[config.mk]
export PLATFORM = sky130hd
export DESIGN_NAME = m2_block_scheduler
export DESIGN_NICKNAME = d
export VERILOG_FILES = /design/src/rtl/m2_pkg.sv /design/src/rtl/m2_block_addr_gen.sv /design/src/rtl/m2_block_scheduler.sv
export SDC_FILE = /design/constraint.sdc
export NUM_CORES = 1
export LEC_CHECK = 0
export CORE_UTILIZATION = 55
export CTS_BUF_LIST = sky130_fd_sc_hd__clkbuf_16
export CTS_CLUSTER_DIAMETER = 80
export DETAILED_ROUTE_END_ITERATION = 12
export PLACE_DENSITY = 0.8
export REMOVE_ABC_BUFFERS = 1
export SKIP_LAST_GASP = 1
export SYNTH_ARGS = -nofsm -noshare
export SYNTH_HDL_FRONTEND = slang
export SYNTH_SLANG_ARGS = --single-unit
[constraint.sdc]
create_clock -name Clock -period 5.11 [get_ports Clock]
set_input_delay 0.7665 -clock Clock [delete_from_list [all_inputs] [get_ports Clock]]
set_output_delay 0.7665 -clock Clock [all_outputs]
set_load 0.1 [all_outputs]
[src/rtl/m2_pkg.sv]
// Shared types, constants and address helpers for the Milestone 2 IDCT block scheduler.
package m2_pkg;

  localparam int unsigned ADDR_W    = 18;
  localparam int unsigned STRIDE_W  = 9;
  localparam int unsigned BROW_W    = 5;
  localparam int unsigned BCOL_W    = 6;
  localparam int unsigned COL_OFF_W = 9;
  localparam int unsigned BLK_IDX_W = 12;
  localparam int unsigned BLK_SHIFT = 3;

  localparam int unsigned Y_BLK_COLS  = 40;
  localparam int unsigned UV_BLK_COLS = 20;
  localparam int unsigned BLK_ROWS    = 30;
  localparam int unsigned NUM_BLOCKS  = (Y_BLK_COLS + 2 * UV_BLK_COLS) * BLK_ROWS;

  localparam int unsigned PRE_Y_BASE = 76800;
  localparam int unsigned PRE_U_BASE = 153600;
  localparam int unsigned PRE_V_BASE = 192000;
  localparam int unsigned OUT_Y_BASE = 0;
  localparam int unsigned OUT_U_BASE = 38400;
  localparam int unsigned OUT_V_BASE = 57600;

  localparam int unsigned PRE_Y_STRIDE  = 320;
  localparam int unsigned PRE_UV_STRIDE = 160;
  localparam int unsigned OUT_Y_STRIDE  = 160;
  localparam int unsigned OUT_UV_STRIDE = 80;
  localparam int unsigned PRE_COL_STEP  = 8;
  localparam int unsigned OUT_COL_STEP  = 4;

  // Worker unit bit positions in launch/done masks.
  localparam int unsigned NUM_UNITS = 4;
  localparam int unsigned U_FS = 0;
  localparam int unsigned U_CT = 1;
  localparam int unsigned U_CS = 2;
  localparam int unsigned U_WS = 3;

  typedef enum logic [2:0] {
    S_IDLE,
    S_LEAD_FS,
    S_LEAD_CT,
    S_PH_B,
    S_PH_A,
    S_LEAD_OUT_WS,
    S_DONE
  } m2_state_e;

  typedef enum logic [1:0] {
    PL_Y,
    PL_U,
    PL_V
  } plane_e;

  function automatic logic [ADDR_W-1:0] plane_base(input plane_e plane, input logic out_side);
    logic [ADDR_W-1:0] base;
    base = '0;
    case (plane)
      PL_Y:    base = out_side ? ADDR_W'(OUT_Y_BASE) : ADDR_W'(PRE_Y_BASE);
      PL_U:    base = out_side ? ADDR_W'(OUT_U_BASE) : ADDR_W'(PRE_U_BASE);
      default: base = out_side ? ADDR_W'(OUT_V_BASE) : ADDR_W'(PRE_V_BASE);
    endcase
    return base;
  endfunction

  function automatic logic [STRIDE_W-1:0] row_stride(input plane_e plane, input logic out_side);
    logic [STRIDE_W-1:0] stride;
    if (plane == PL_Y) stride = out_side ? STRIDE_W'(OUT_Y_STRIDE)  : STRIDE_W'(PRE_Y_STRIDE);
    else               stride = out_side ? STRIDE_W'(OUT_UV_STRIDE) : STRIDE_W'(PRE_UV_STRIDE);
    return stride;
  endfunction

  // One block row spans eight word rows.
  function automatic logic [ADDR_W-1:0] row_step(input plane_e plane, input logic out_side);
    return ADDR_W'(row_stride(plane, out_side)) << BLK_SHIFT;
  endfunction

  function automatic logic [COL_OFF_W-1:0] col_step(input logic out_side);
    return out_side ? COL_OFF_W'(OUT_COL_STEP) : COL_OFF_W'(PRE_COL_STEP);
  endfunction

  function automatic logic [BCOL_W-1:0] plane_cols(input plane_e plane);
    return (plane == PL_Y) ? BCOL_W'(Y_BLK_COLS) : BCOL_W'(UV_BLK_COLS);
  endfunction

  function automatic plane_e next_plane(input plane_e plane);
    plane_e nxt;
    case (plane)
      PL_Y:    nxt = PL_U;
      PL_U:    nxt = PL_V;
      default: nxt = PL_Y;
    endcase
    return nxt;
  endfunction

endpackage

[src/rtl/m2_block_addr_gen.sv]
// Block walker: plane/row/column counters with running row-base and column-offset
// accumulators producing the SRAM address of the current block.
module m2_block_addr_gen
  import m2_pkg::*;
#(
  parameter bit OUT_SIDE = 1'b0
) (
  input  logic                Clock,
  input  logic                Reset,
  input  logic                clear,
  input  logic                advance,
  output logic [ADDR_W-1:0]   addr_c,
  output logic [STRIDE_W-1:0] stride_c
);

  plane_e               plane;
  logic [BROW_W-1:0]    brow;
  logic [BCOL_W-1:0]    bcol;
  logic [ADDR_W-1:0]    row_base;
  logic [COL_OFF_W-1:0] col_off;
  plane_e               plane_nxt_c;

  assign plane_nxt_c = next_plane(plane);

  always_ff @(posedge Clock) begin
    if (Reset || clear) begin
      plane    <= PL_Y;
      brow     <= '0;
      bcol     <= '0;
      row_base <= plane_base(PL_Y, OUT_SIDE);
      col_off  <= '0;
    end else if (advance) begin
      if (bcol == plane_cols(plane) - BCOL_W'(1)) begin
        bcol    <= '0;
        col_off <= '0;
        if (brow == BROW_W'(BLK_ROWS - 1)) begin
          brow     <= '0;
          plane    <= plane_nxt_c;
          row_base <= plane_base(plane_nxt_c, OUT_SIDE);
        end else begin
          brow     <= brow + BROW_W'(1);
          row_base <= row_base + row_step(plane, OUT_SIDE);
        end
      end else begin
        bcol    <= bcol + BCOL_W'(1);
        col_off <= col_off + col_step(OUT_SIDE);
      end
    end
  end

  assign addr_c   = row_base + ADDR_W'(col_off);
  assign stride_c = row_stride(plane, OUT_SIDE);

endmodule

[src/rtl/m2_block_scheduler.sv]
// Milestone 2 IDCT sequencer: walks all Y/U/V blocks, overlapping fetch/compute/write
// in two alternating phases, and owns the block addresses and SRAM port select.
module m2_block_scheduler
  import m2_pkg::*;
(
  input  logic                Clock,
  input  logic                Reset,
  input  logic                Start,
  output logic                Busy,
  output logic                Done,
  output logic                fetch_start,
  output logic [ADDR_W-1:0]   fetch_addr,
  output logic [STRIDE_W-1:0] fetch_stride,
  input  logic                fetch_done,
  output logic                ct_start,
  input  logic                ct_done,
  output logic                cs_start,
  input  logic                cs_done,
  output logic                ws_start,
  output logic [ADDR_W-1:0]   ws_addr,
  output logic [STRIDE_W-1:0] ws_stride,
  input  logic                ws_done,
  output logic                sp_buf_sel,
  output logic                sram_owner
);

  m2_state_e              state;
  m2_state_e              state_nxt;
  logic [NUM_UNITS-1:0]   launched;
  logic [NUM_UNITS-1:0]   flags;
  logic [NUM_UNITS-1:0]   flags_nxt;
  logic [NUM_UNITS-1:0]   done_vec;
  logic [NUM_UNITS-1:0]   launch_c;
  logic                   first_cyc;
  logic                   go;
  logic                   phase_done;
  logic                   gen_clear;
  logic [BLK_IDX_W-1:0]   blk_k;
  logic [ADDR_W-1:0]      f_addr_c;
  logic [STRIDE_W-1:0]    f_stride_c;
  logic [ADDR_W-1:0]      w_addr_c;
  logic [STRIDE_W-1:0]    w_stride_c;

  assign done_vec = {ws_done, cs_done, ct_done, fetch_done};

  // Dones on the launch cycle or from units outside the current phase are dropped.
  assign flags_nxt  = first_cyc ? '0 : (flags | (done_vec & launched));
  assign phase_done = (flags_nxt == launched);
  assign gen_clear  = go && (state_nxt == S_DONE);

  m2_block_addr_gen #(.OUT_SIDE(1'b0)) u_fetch_gen (
    .Clock    (Clock),
    .Reset    (Reset),
    .clear    (gen_clear),
    .advance  (launch_c[U_FS]),
    .addr_c   (f_addr_c),
    .stride_c (f_stride_c)
  );

  m2_block_addr_gen #(.OUT_SIDE(1'b1)) u_write_gen (
    .Clock    (Clock),
    .Reset    (Reset),
    .clear    (gen_clear),
    .advance  (launch_c[U_WS]),
    .addr_c   (w_addr_c),
    .stride_c (w_stride_c)
  );

  // Next state and the set of units launched on entry to it.
  always_comb begin
    state_nxt = state;
    go        = 1'b0;
    launch_c  = '0;
    unique case (state)
      S_IDLE: if (Start) begin
        state_nxt      = S_LEAD_FS;
        go             = 1'b1;
        launch_c[U_FS] = 1'b1;
      end
      S_LEAD_FS: if (phase_done) begin
        state_nxt      = S_LEAD_CT;
        go             = 1'b1;
        launch_c[U_CT] = 1'b1;
      end
      S_LEAD_CT: if (phase_done) begin
        state_nxt      = S_PH_B;
        go             = 1'b1;
        launch_c[U_CS] = 1'b1;
        launch_c[U_FS] = (blk_k < BLK_IDX_W'(NUM_BLOCKS - 1));
      end
      S_PH_B: if (phase_done) begin
        go = 1'b1;
        if (blk_k == BLK_IDX_W'(NUM_BLOCKS - 1)) begin
          state_nxt      = S_LEAD_OUT_WS;
          launch_c[U_WS] = 1'b1;
        end else begin
          state_nxt      = S_PH_A;
          launch_c[U_CT] = 1'b1;
          launch_c[U_WS] = 1'b1;
        end
      end
      S_PH_A: if (phase_done) begin
        state_nxt      = S_PH_B;
        go             = 1'b1;
        launch_c[U_CS] = 1'b1;
        launch_c[U_FS] = (blk_k < BLK_IDX_W'(NUM_BLOCKS - 2));
      end
      S_LEAD_OUT_WS: if (phase_done) begin
        state_nxt = S_DONE;
        go        = 1'b1;
      end
      S_DONE: begin
        state_nxt = S_IDLE;
        go        = 1'b1;
      end
      default: state_nxt = S_IDLE;
    endcase
  end

  always_ff @(posedge Clock) begin
    if (Reset) begin
      state        <= S_IDLE;
      launched     <= '0;
      flags        <= '0;
      first_cyc    <= 1'b0;
      blk_k        <= '0;
      Busy         <= 1'b0;
      Done         <= 1'b0;
      fetch_start  <= 1'b0;
      ct_start     <= 1'b0;
      cs_start     <= 1'b0;
      ws_start     <= 1'b0;
      fetch_addr   <= '0;
      fetch_stride <= '0;
      ws_addr      <= '0;
      ws_stride    <= '0;
      sp_buf_sel   <= 1'b0;
      sram_owner   <= 1'b0;
    end else begin
      state       <= state_nxt;
      flags       <= flags_nxt;
      first_cyc   <= 1'b0;
      fetch_start <= launch_c[U_FS];
      ct_start    <= launch_c[U_CT];
      cs_start    <= launch_c[U_CS];
      ws_start    <= launch_c[U_WS];
      Done        <= go && (state_nxt == S_DONE);
      if (go) begin
        launched   <= launch_c;
        flags      <= '0;
        first_cyc  <= 1'b1;
        sram_owner <= (state_nxt == S_PH_A) || (state_nxt == S_LEAD_OUT_WS);
        if (state == S_IDLE) begin
          Busy  <= 1'b1;
          blk_k <= '0;
        end
        if (state == S_PH_A) blk_k <= blk_k + BLK_IDX_W'(1);
        if (state == S_DONE) Busy <= 1'b0;
      end
      if (launch_c[U_FS]) begin
        fetch_addr   <= f_addr_c;
        fetch_stride <= f_stride_c;
        sp_buf_sel   <= (state == S_IDLE) ? 1'b0 : ~sp_buf_sel;
      end
      if (launch_c[U_WS]) begin
        ws_addr   <= w_addr_c;
        ws_stride <= w_stride_c;
      end
    end
  end

endmodule

# Yosys cells after proc, flatten, opt, wreduce, memory -nomap -nowiden
# Index checks and enable logic that the tools add are counted.
[op_classes] n_eq_ne=19 mux=49 bitwise_logic=3 reduce_logical=19 addsub=13 n_lt_le_gt_ge=2
[op_table] op="9-bit two-way mux" count=11
[op_table] op="18-bit by 12-bit adder with 18-bit output" count=2
[op_table] op="18-bit by 9-bit adder with 18-bit output" count=2
[op_table] op="18-bit two-way mux" count=2
[op_table] op="18-bit one-hot mux with 2 select lines" count=1
[op_table] op="16-bit one-hot mux with 2 select lines" count=1
[op_table] op="12-bit less-than comparator (second input constant)" count=2
[op_table] op="12-bit two-way mux" count=2
[op_table] op="6-bit two-way mux" count=4
[op_table] op="3-bit equality test (second input constant)" count=6
[op_table] op="3-bit two-way mux" count=5
[op_table] op="3-bit one-hot mux with 5 select lines" count=1
[op_table] op="1-bit two-way mux" count=13
[op_table] op="12-bit by 1-bit adder with 12-bit output (second input constant)" count=1
[op_table] op="6-bit by 1-bit adder with 6-bit output (second input constant)" count=2
[op_table] op="12-bit equality test (second input constant)" count=1
[op_table] op="6-bit equality test" count=2
[op_table] op="6-bit by 1-bit subtractor with 6-bit output (second input constant)" count=2
[op_table] op="5-bit by 1-bit adder with 5-bit output (second input constant)" count=2
[op_table] op="5-bit equality test (second input constant)" count=2
[op_table] op="5-bit two-way mux" count=2
[op_table] op="9-bit by 3-bit adder with 9-bit output (second input constant)" count=1
[op_table] op="9-bit by 4-bit adder with 9-bit output (second input constant)" count=1
[op_table] op="2-bit by 1-bit equality test with 1-bit output (second input constant)" count=4
[op_table] op="20 further kinds" count=33
[word_totals] output_inout_bits=62 reg_bits=166

# Logic depth before layout (Yosys ltp)
[logic_depth] word_depth=12 ltp_mapped=11 depth_no_buf=11

# Cells and area by module
# Synthesis repeated with hierarchy kept, for this count alone.
[unflattened] cells_unflattened=905 area_unflattened_um2=7593.5
[modules_own_cells] mod="m2_block_scheduler" area_per_inst_um2=3709.8 seq_area_each_um2=1721.7 cells_each=425 instances=1
[modules_own_cells] mod="m2_block_addr_gen at u_write_gen" area_per_inst_um2=1981.9 seq_area_each_um2=620.6 cells_each=244 instances=1
[modules_own_cells] mod="m2_block_addr_gen at u_fetch_gen" area_per_inst_um2=1901.8 seq_area_each_um2=580.6 cells_each=236 instances=1

# Worst setup path after synthesis
# No wires, ideal clock.
[synth_timing] path_kind="input port to flip-flop" startpoint="input port fetch_done" endpoint="register u_write_gen.bcol[0]" cell_stages=8 t_required_ns=4.981 setup_ns=0.129 path_slack_ns=2.863 t_arrival_ns=2.119 path_cell_list="o21bai_1 a21oi_4 o311ai_4 or3_1 buf_2 buf_2 a21oi_1 nor2_1"
[synth_via] elab_chain_len=9
[synth_lines] element="from (decl)" line="m2_block_scheduler.sv:14" rtl="input logic fetch_done,"
[synth_lines] element="4-bit AND (*)" line="m2_block_scheduler.sv:47" rtl="assign flags_nxt = first_cyc ? '0 : (flags | (done_vec & launched));"
[synth_lines] element="4-bit bitwise OR (*)" line="m2_block_scheduler.sv:47"
[synth_lines] element="4-bit two-way mux (*)" line="m2_block_scheduler.sv:47"
[synth_lines] element="4-bit equality test (*)" line="m2_block_scheduler.sv:48" rtl="assign phase_done = (flags_nxt == launched);"
[synth_lines] element="3-bit two-way mux, on equally long branches"
[synth_lines] element="3-bit one-hot mux with 5 select lines" line="m2_block_scheduler.sv:74" rtl="unique case (state)"
[synth_lines] element="3-bit equality test" line="m2_block_scheduler.sv:49" rtl="assign gen_clear = go && (state_nxt == S_DONE);"
[synth_lines] element="1-bit logical AND" line="m2_block_scheduler.sv:49"
[synth_lines] element="1-bit logical OR" line="m2_block_addr_gen.sv:26" rtl="if (Reset || clear) begin"
[synth_lines] element="to (signal assigned)" line="m2_block_addr_gen.sv:45" rtl="bcol <= bcol + BCOL_W'(1);"
[synth_lines] element="to (decl)" line="m2_block_addr_gen.sv:18" rtl="logic [BCOL_W-1:0] bcol;"
# Mark *: on every way between the ends. The rest lies on a longest branch, timed or not.
# A chain may end at the register's enable or synchronous reset.

# Final worst setup path
[layout_timing] startpoint="input port cs_done" endpoint="register u_write_gen.row_base[13]"
[layout_via] elab_chain_len=9
[layout_lines] element="from (decl)" line="m2_block_scheduler.sv:18" rtl="input logic cs_done,"
[layout_lines] element="4-bit AND (*)" line="m2_block_scheduler.sv:47"
[layout_lines] element="4-bit bitwise OR (*)" line="m2_block_scheduler.sv:47"
[layout_lines] element="4-bit two-way mux (*)" line="m2_block_scheduler.sv:47"
[layout_lines] element="4-bit equality test (*)" line="m2_block_scheduler.sv:48"
[layout_lines] element="3-bit two-way mux, on equally long branches"
[layout_lines] element="3-bit one-hot mux with 5 select lines" line="m2_block_scheduler.sv:74"
[layout_lines] element="3-bit equality test" line="m2_block_scheduler.sv:49"
[layout_lines] element="1-bit logical AND" line="m2_block_scheduler.sv:49"
[layout_lines] element="1-bit logical OR" line="m2_block_addr_gen.sv:26"
[layout_lines] element="to (signal assigned)" line="m2_block_addr_gen.sv:30" rtl="row_base <= plane_base(PL_Y, OUT_SIDE);"
[layout_lines] element="to (signal assigned)" line="m2_block_addr_gen.sv:39" rtl="row_base <= plane_base(plane_nxt_c, OUT_SIDE);"
[layout_lines] element="to (signal assigned)" line="m2_block_addr_gen.sv:42" rtl="row_base <= row_base + row_step(plane, OUT_SIDE);"
[layout_lines] element="to (decl)" line="m2_block_addr_gen.sv:19" rtl="logic [ADDR_W-1:0] row_base;"
# Marked as above.

==> impl_metrics.csv <==
group,metric,value,unit
hold_path,hp-class,"flip-flop to flip-flop",
clock_tree,insertion_delay,0.42,ns
sta,slew_headroom,0.231,
global_route,grt_pass1_wl,23300,um
floorplan,ioPinCount,69,
finish,area_delta_synth_final,13.9,%
routing,route.met3.wl,595,um
floorplan,die_w,111,um
routing,drc_errors,4,
synth,synth_seq_area_share,0.388,
routing,drt_wl_total,13700,um
synth,synth_area,0.00655,mm2
routing,dr.first_iter.drc_count,257,
global_route,grt_pass1_vias,5231,
routing,viasPerCell,5.75,
synth,yosysWarnings,0,
setup_path,worst_setup_path_start_kind,"input port",
floorplan,core_area,0.0115,mm2
clock_tree,ctsRootBufferMaster,"clkbuf_16",
clock_tree,cts_tree,"done",
clock_tree,cts_htree_levels,4,
routing,top_layer_used,"met4",
placed_design,gp_congestion,0.872,
routing,firstDrtPassIters,9,
run_status,status,"finished with violations",
synth,ys_ff_latch,127,
synth,synthFlopType,"dfxtp_1",
routing,vias,5461,
sta,hold_violations,0,
synth,synth-edff-count,0,
clock_tree,cts_sinks,127,
sta,tightest_slew,1.15,ns
global_route,grt_antenna_before_repair,0,
finish,fin_nets,823,
placed_design,port_buffers,53,
finish,diodes,0,
clock_tree,cts_hold_buf,0,
sta,rsz0062_at_grt,"no",
sta,fin_skew,0.00695,ns
clock_tree,cts_resized,0,
sta,finalCritPeriodShare,0.633,
floorplan,die_h,111,um
setup_path,path_class,"input port to flip-flop",
routing,wl_met2,6730,um
sta,setup_viol_count_final,0,
power_and_ir_drop,p_per_area,484,mW/mm2
routing,wire_per_inst,14.4,um
setup_path,crit_fanout,27,
sta,fin_crit,3.23,ns
setup_path,end_kind,"flip-flop",
power_and_ir_drop,irDropWorstVdd,309,uV
run_status,violations,"DRC",
setup_path,arrival,3.53,ns
synth,syn_inst,765,
clock_tree,cts_buffers,17,
synth,synth-async-reset-ratio,0,
placed_design,dp_hpwl,9450,um
routing,wl_met1,6160,um
floorplan,die_area,0.0123,mm2
clock_tree,cts_setup_buffers,0,
clock_tree,clkTransAtPathRegs,0.05,ns
floorplan,fp-row-count,39,
routing,ant_nets,0,
global_route,overflow,0,
setup_path,required,5.40,ns
power_and_ir_drop,p_leak,2.76,nW
synth,ys_types,70,
global_route,grt_max_degree,54,
floorplan,initial_utilization,0.569,
sta,fin_tns_setup,0,ns
sta,slew_viol_final,0,
sta,max_freq,309,MHz
global_route,track_usage,0.231,
synth,avgSynthCellArea,8.56,um2
sta,holdWs,0.450,ns
clock_tree,clockBufferDepth,2,
job,maxCapViolations,0,
finish,drive_above_1_share,0.0707,
state kept, by name, summed over array words and instances, names as in the netlist, 7 cells and up:
name                  flops
u_write_gen.col_off       7
u_write_gen.row_base     11
fetch_addr               15
u_fetch_gen.row_base     10
ws_addr                  16
blk_k                    12
power by group:
part	internal [mW]	total, mW	switching [mW]
sequential	1.10	1.22	0.116
clock	0.693	1.11	0.413
combinational	0.302	1.29	0.987
metrics by stage:
stage	utilization	area, um2	power (mW)	std cells	setup WS (ns)
final	0.648	7460	3.61	949	1.88
after global routing	0.648	7460	3.76	949	1.76
after CTS	0.648	7460	3.62	949	1.93
after detailed placement	0.601	6930	2.53	918	1.51
after global placement	0.601	6930	2.49	918	1.67
after floorplan	-	6190	2.23	718	2.37
Yosys cell counts (all sizes together) (4+ instances only):
| cell | instances | area (um2) |
|---|---|---|
| a211oi | 27 | 203 |
| a21o | 9 | 67.6 |
| a21oi | 69 | 360 |
| a311oi | 6 | 65.1 |
| a31oi | 7 | 58.8 |
| a41oi | 4 | 35.0 |
| and2 | 5 | 31.3 |
| and3 | 10 | 62.6 |
| buf | 44 | 345 |
| clkbuf | 17 | 63.8 |
| dfxtp | 127 | 2540 |
| ha | 20 | 250 |
| inv | 21 | 78.8 |
| mux2i | 11 | 110 |
| nand2 | 84 | 315 |
| nand3 | 21 | 105 |
| nand3b | 4 | 30.0 |
| nand4 | 17 | 106 |
| nand4b | 7 | 61.3 |
| nor2 | 98 | 394 |
| nor3 | 21 | 133 |
| nor3b | 4 | 40.0 |
| o211ai | 7 | 52.6 |
| o21ai | 24 | 120 |
| o31ai | 4 | 35.0 |
| or2 | 5 | 33.8 |
| or3 | 5 | 31.3 |
| xnor2 | 20 | 175 |
| xor2 | 24 | 210 |
final timing paths:
path	from	cells after the start	slack (ns)	endpoint
max	cs_done	8	1.88	u_write_gen.row_base[13]$_SDFFE_PP0P_
min	fetch_addr[3]$_SDFFE_PP0P_	2	0.45	fetch_addr[3]$_SDFFE_PP0P_
max reg2reg	u_fetch_gen.plane[0]$_SDFFE_PP0P_	8	2.04	u_fetch_gen.row_base[16]$_SDFFE_PP1P_
min reg2reg	fetch_addr[3]$_SDFFE_PP0P_	2	0.45	fetch_addr[3]$_SDFFE_PP0P_
cells in the final DEF (no fill, tap or decap), types with 10 or more instances in the layout:
cell type | synthesis | final
dfxtp_1 | 127 | 127
nor2_1 | 93 | 93
nand2_1 | 84 | 84
a21oi_1 | 67 | 67
clkdlybuf4s50_1 | 0 | 52
a211oi_1 | 27 | 27
xor2_1 | 24 | 24
inv_1 | 19 | 21
nand3_1 | 21 | 21
o21ai_0 | 20 | 20
xnor2_1 | 20 | 20
ha_1 | 20 | 20
nor3_1 | 18 | 18
nand4_1 | 17 | 17
clkbuf_16 | 0 | 17
conb_1 | 1 | 15
mux2i_1 | 11 | 11
and3_1 | 10 | 10
logic make-up after synthesis:
| group | synth area share |
|---|---|
| other | 0.000573 |
| adders and majority gates | 0.0443 |
| DFF | 0.388 |
| muxes | 0.0185 |
| buffers and inverters | 0.0745 |
| xor gates and xnor gates | 0.0589 |
| AOI/OAI and AO/OA | 0.185 |
| and+or+nand+nor | 0.230 |
cell type report:
type / count / area, um2
fill: 951 / 4060
multi-input combinational: 570 / 3570
sequential: 127 / 2540
timing repair buffer: 57 / 556
clock buffer: 17 / 425
tap: 143 / 179
clock inverter: 14 / 109
inverter: 21 / 78.8
critical path: stages:
cell             delay, ns
clkdlybuf4s50_1       0.48
o21bai_1              0.09
a21oi_2               0.20
o311ai_4              0.23
and4bb_1              1.01
nand2_1               0.39
o21ai_1               0.27
a21oi_1               0.07
per-layer routing:
metal	up-vias	global-route usage
li1	2732	-
met2	131	0.399
met1	2579	0.271
met4	0	0.0847
met3	19	0.0672
met5	-	0
Note: power is estimated with default switching activity, not from simulation.
